--- src/rtl/shift_sequencer_if.sv ---
// Handshake and data bundle between a shift_sequencer and whatever drives it.
// The abort wire is only present when SHIFT_SEQ_ABORT_EN is defined.
interface shift_sequencer_if #(parameter int CNT_W = 4) ();
  logic             start;
  logic [15:0]      in_data;
  logic [1:0]       op;
  logic [CNT_W-1:0] count;
  logic             ready;
  logic             busy;
  logic             done;
  logic [15:0]      result;
`ifdef SHIFT_SEQ_ABORT_EN
  logic             abort;
`endif

  modport master (
`ifdef SHIFT_SEQ_ABORT_EN
    output abort,
`endif
    output start, in_data, op, count,
    input  ready, busy, done, result
  );

  modport slave (
`ifdef SHIFT_SEQ_ABORT_EN
    input  abort,
`endif
    input  start, in_data, op, count,
    output ready, busy, done, result
  );
endinterface

--- src/rtl/shift_sequencer.sv ---
// Multi-cycle 16-bit shifter: one 1-bit step of the captured op per clock for count steps.
// Define SHIFT_SEQ_ABORT_EN to add an abort input that drops an in-flight shift back to IDLE.
//
// state | meaning
// IDLE  | ready, waiting for start; acc holds the last result
// SHIFT | applying one step per edge, rem steps left
// DONE  | one-cycle completion pulse, returns to IDLE
module shift_sequencer #(
  parameter int CNT_W = 4
) (
  input  logic              clk,
  input  logic              rst_n,
  shift_sequencer_if.slave  bus
);

  typedef enum logic [1:0] {
    IDLE  = 2'd0,
    SHIFT = 2'd1,
    DONE  = 2'd2
  } state_t;

  state_t           state;
  logic [15:0]      acc;
  logic [CNT_W-1:0] rem;
  logic [1:0]       op_r;
  logic             ready_q;
  logic             busy_q;
  logic             done_q;

  function automatic logic [15:0] step(input logic [15:0] a, input logic [1:0] o);
    logic [15:0] r;
    r = a;
    unique case (o)
      2'b01:   r = {a[14:0], 1'b0};
      2'b10:   r = {1'b0, a[15:1]};
      2'b11:   r = {a[15], a[15:1]};
      default: r = a;
    endcase
    return r;
  endfunction

  // Flags are updated with the state so they are always a registered decode of it.
  always_ff @(posedge clk or negedge rst_n) begin
    if (!rst_n) begin
      state   <= IDLE;
      acc     <= 16'h0000;
      rem     <= '0;
      op_r    <= 2'b00;
      ready_q <= 1'b1;
      busy_q  <= 1'b0;
      done_q  <= 1'b0;
    end else begin
      unique case (state)
        IDLE: begin
          if (bus.start) begin
            acc     <= bus.in_data;
            rem     <= bus.count;
            op_r    <= bus.op;
            ready_q <= 1'b0;
            if (bus.count != '0) begin
              state  <= SHIFT;
              busy_q <= 1'b1;
            end else begin
              state  <= DONE;
              done_q <= 1'b1;
            end
          end
        end
        SHIFT: begin
`ifdef SHIFT_SEQ_ABORT_EN
          if (bus.abort) begin
            state   <= IDLE;
            busy_q  <= 1'b0;
            ready_q <= 1'b1;
          end else
`endif
          begin
            acc <= step(acc, op_r);
            rem <= rem - CNT_W'(1);
            if (rem == CNT_W'(1)) begin
              state  <= DONE;
              busy_q <= 1'b0;
              done_q <= 1'b1;
            end
          end
        end
        DONE: begin
          state   <= IDLE;
          done_q  <= 1'b0;
          ready_q <= 1'b1;
        end
        default: begin
          state   <= IDLE;
          ready_q <= 1'b1;
          busy_q  <= 1'b0;
          done_q  <= 1'b0;
        end
      endcase
    end
  end

  assign bus.ready  = ready_q;
  assign bus.busy   = busy_q;
  assign bus.done   = done_q;
  assign bus.result = acc;

endmodule

--- src/flat_wrapper.sv ---
// flat-port wrapper written by rule: the top's interface ports become plain ports
module shift_sequencer_flat 
#(
  parameter int CNT_W = 4
)
  (clk, rst_n, bus_start, bus_in_data, bus_op, bus_count, bus_ready, bus_busy, bus_done, bus_result);
  shift_sequencer_if #(.CNT_W(CNT_W)) bus_i ();
  input  logic clk;
  input  logic rst_n;
  input wire logic [$bits(bus_i.start)-1:0] bus_start;
  input wire logic [$bits(bus_i.in_data)-1:0] bus_in_data;
  input wire logic [$bits(bus_i.op)-1:0] bus_op;
  input wire logic [$bits(bus_i.count)-1:0] bus_count;
  output wire logic [$bits(bus_i.ready)-1:0] bus_ready;
  output wire logic [$bits(bus_i.busy)-1:0] bus_busy;
  output wire logic [$bits(bus_i.done)-1:0] bus_done;
  output wire logic [$bits(bus_i.result)-1:0] bus_result;
  assign bus_i.start = bus_start;
  assign bus_i.in_data = bus_in_data;
  assign bus_i.op = bus_op;
  assign bus_i.count = bus_count;
  assign bus_ready = bus_i.ready;
  assign bus_busy = bus_i.busy;
  assign bus_done = bus_i.done;
  assign bus_result = bus_i.result;
  shift_sequencer #(.CNT_W(CNT_W)) u_core (.clk(clk), .rst_n(rst_n), .bus(bus_i));
endmodule
--- config.mk ---
export PLATFORM = sky130hd
export DESIGN_NAME = shift_sequencer_flat
export DESIGN_NICKNAME = d
export VERILOG_FILES = /design/src/rtl/shift_sequencer_if.sv /design/src/rtl/shift_sequencer.sv /design/src/flat_wrapper.sv
export SDC_FILE = /design/constraint.sdc
export NUM_CORES = 1
export LEC_CHECK = 0
export CORE_MARGIN = 2
export CORE_UTILIZATION = 45
export DETAILED_ROUTE_END_ITERATION = 10
export DONT_BUFFER_PORTS = 1
export GPL_TIMING_DRIVEN = 0
export REMOVE_ABC_BUFFERS = 1
export SLEW_MARGIN = 20
export SYNTH_ARGS = -nofsm -noshare
export SYNTH_HDL_FRONTEND = slang
export SYNTH_SLANG_ARGS = --single-unit
--- constraint.sdc ---
create_clock -name clk -period 2 [get_ports clk]
set_clock_uncertainty 0.2 [all_clocks]
set_input_delay 0.4 -clock clk [delete_from_list [all_inputs] [get_ports clk]]
set_output_delay 0.4 -clock clk [all_outputs]
set_load 0.02 [all_outputs]
==> flow_metrics.env <==
export IMPL_status="completed"
export IMPL_overflow=0
export IMPL_fin_nets=190
export IMPL_critical_path_max_stage_delay_ps=440
export IMPL_tightest_slew_ps=536
export IMPL_vdd_drop_max_uv=725
export IMPL_drtPass1Iterations=6
export IMPL_worst_path_max_fanout=14
export IMPL_areaGrowthSynthToFinish_pct=9.30
export IMPL_pwr_density_cell_nw_per_um2=1950
export IMPL_grt_pass1_vias=1253
export IMPL_relSlewSlack_pct=63.9
export IMPL_maxCapViolCount=0
export IMPL_avgSynthCellArea_um2=9.79
export IMPL_slowest_stage="dfrtp_1"
export IMPL_min_from="bus_in_data[6]"
export IMPL_vias=1279
export IMPL_dpl_worst_slack_ps=-403
export IMPL_antenna_cells=0
export IMPL_path_cells="buf_4 > ha_1 > a21o_2 > a221oi_1 > o31ai_1"
export IMPL_synth_ff_latch_count=27
export IMPL_cts_tree="built"
export IMPL_multi_input_area_um2=831
export IMPL_fp_row_count=21
export IMPL_htree_levels=1
export IMPL_grt_max_degree=28
export IMPL_cp_start_kind="flip-flop"
export IMPL_placed_area_um2=1540
export IMPL_core_um2=3310
export IMPL_setup_viol=0
export IMPL_finalMaxSlewViolations=0
export IMPL_crit_start="u_core.op_r[1]"
export IMPL_routed_wl_um=3600
export IMPL_die_width_um=62.6
export IMPL_synthDistinctLibCells=33
export IMPL_clock_latency_ps=330
export IMPL_timing_hold_ws_ps=27.6
export IMPL_wl_per_cell_um=17.7
export IMPL_fin_setup_tns_ps=0
export IMPL_cts_max_path_buffers=2
export IMPL_netlist_instances=158
export IMPL_antenna_left=0
export IMPL_fin_area_um2=1690
export IMPL_antenna_found_initial=0
export IMPL_cts_clk_slew_worst_paths_ps=150
export IMPL_fill_cells=316
export IMPL_ys_seq_area_share_pct=43.8
export IMPL_grt_usage_pct=19.3
export IMPL_dp_cells=193
export IMPL_min_path_type="primary input to flip-flop"
export IMPL_worst_slack_ps=70.3
export IMPL_final_cells=204
export IMPL_fin_crit_ps=1930
export IMPL_avgViaCountPerCell=6.27
export IMPL_die_h_um=62.6
export IMPL_syn_area_um2=1550
export IMPL_rsz0062_at_grt="true"
export IMPL_ff_latch_area_um2=679
export IMPL_crit_type="flip-flop to flip-flop"
export IMPL_worstPathRequired_ps=2030
export IMPL_ys_warn_count=0
export IMPL_initial_core_util_pct=46.7
export IMPL_leakagePower_nw=0.688
export IMPL_gp_congestion=0.780
export IMPL_drtIter0Drc=120
export IMPL_hold_viol_final=0
export IMPL_worstReg2RegStart="u_core.op_r[1]"
export IMPL_finalCritPeriodShare_pct=96.5
export IMPL_drive_gt1_share_pct=17.1
export IMPL_max_clock_freq_mhz=518
export IMPL_dp_hpwl_um=2400
export IMPL_pin_count=44
export IMPL_die_area_um2=3920
export IMPL_grt_pass1_wl_um=6140
export IMPL_end_kind="flip-flop"
export IMPL_drc=0
export IMPL_cts_num_sinks=27
export IMPL_cts_root_buf="clkbuf_4"
export IMPL_numPortBuffers=0
export IMPL_crit_arrival_ps=1960
export IMPL_cts_inserted_buffers=3
## metrics by stage
step	util (%)	power, W
after floorplan	-	0.00246
after global placement	46.6	0.00278
after detailed placement	46.6	0.00285
after CTS	49.4	0.00320
after global routing	51.1	0.00358
final	51.1	0.00329
## power breakdown
group	total, W	internal (W)	switching [W]
registers	0.00144	0.000837	0.000608
logic	0.00161	0.000735	0.000870
clock network	0.000242	0.0000753	0.000167
total	0.00329	0.00165	0.00165
## repair_timing
| item | 4_1_cts | 5_1_grt |
|---|---|---|
| buffers inserted | 2 | 1 |
| endpoints found under the setup margin | 16 | 16 |
| gates resized for setup | 8 | 8 |
| hold buffers | 2 | 2 |
| hold endpoints to repair | 27 | 2 |
| pin swaps | 0 | 2 |
## cell families after synthesis
family / after synthesis / synth area share (%)
compound gates: 67 / 30.6
fa+ha+maj: 6 / 4.85
buf+inv: 17 / 5.42
flops: 27 / 43.8
mux: 4 / 2.91
simple gates: 37 / 12.5
## final timing paths
| kind | endpoint | slack (ps) | depth (start not counted) |
|---|---|---|---|
| setup / recovery | u_core.bus.result[14] | 70 | 5 |
| hold / removal | u_core.bus.result[6] | 30 | 2 |
| setup reg to reg | u_core.bus.result[14] | 70 | 5 |
| hold reg to reg | u_core.rem[3] | 330 | 1 |
| max in group asynchronous | u_core.bus.ready | 1070 | 2 |
| min in group asynchronous | u_core.bus.result[11] | 300 | 2 |
## final cells by class
cell class              instances  area share, %
well taps                      46           3.40
multi-input cells             114           49.1
repair buffers                  7           4.29
clock buffers                   3           1.33
clock inverters                 1          0.296
flip-flops and latches         27           40.2
inverters                       6           1.33
## synth_stat cells
master	count	area share, %
dfrtp_1	26	42
nor2_1	18	4.4
o21ai_0	17	5.5
o31ai_1	15	7.3
a221oi_1	14	7.9
a21oi_1	9	2.9
ha_1	6	4.9
inv_1	6	1.5
clkbuf_1	5	1.2
buf_2	4	1.3
mux2_2	4	2.9
nand2b_1	4	1.6
nor3b_1	3	1.5
a21o_1	2	0.97
a2bb2oi_1	2	1.1
buf_6	2	1.5
nand2_1	2	0.49
o22a_1	2	1.1
or3_1	2	0.81
or3b_2	2	1.1
a21boi_0	1	0.49
a31oi_1	1	0.40
and3b_1	1	0.57
dfstp_2	1	1.7
nand3b_1	1	0.49
nor2b_1	1	0.40
nor3_1	1	0.32
nor4_1	1	0.40
o21bai_4	1	1.2
o22ai_1	1	0.40
o31a_1	1	0.57
o32a_1	1	0.65
or2_1	1	0.40
## layer usage
metal	global-route usage (%)	wire, um	vias to the layer above
met5	0	0	-
met3	4.86	246	5
li1	-	-	603
met2	32.3	1700	36
met4	5.83	49	0
met1	24.8	1600	635
## critical path: cells and delay by family (launching register included)
| family | cells | cell delay [ps] |
|---|---|---|
| compound gates | 3 | 790 |
| flops | 1 | 440 |
| fa+ha+maj | 1 | 240 |
| buf+inv | 1 | 150 |
## cells in the final DEF, fill, tap and decap left out, drive strengths merged, types with 3 or more instances in the layout
cell type     n
dlygate4sd3   3
ha            6
dfrtp        26
nor3b         3
o31ai        15
buf           4
nor2         18
o21ai        17
mux2          4
inv           6
a221oi       14
clkbuf        3
nand2b        4
a21oi         9
## registers in the layout, summed over array words and instances (netlist names)
signal / count
u_core.bus.busy: 1
u_core.bus.done: 1
u_core.bus.ready: 1
u_core.bus.result: 16
u_core.op_r: 2
u_core.rem: 4
u_core.state: 2
Power figures use the tool's default switching activity.
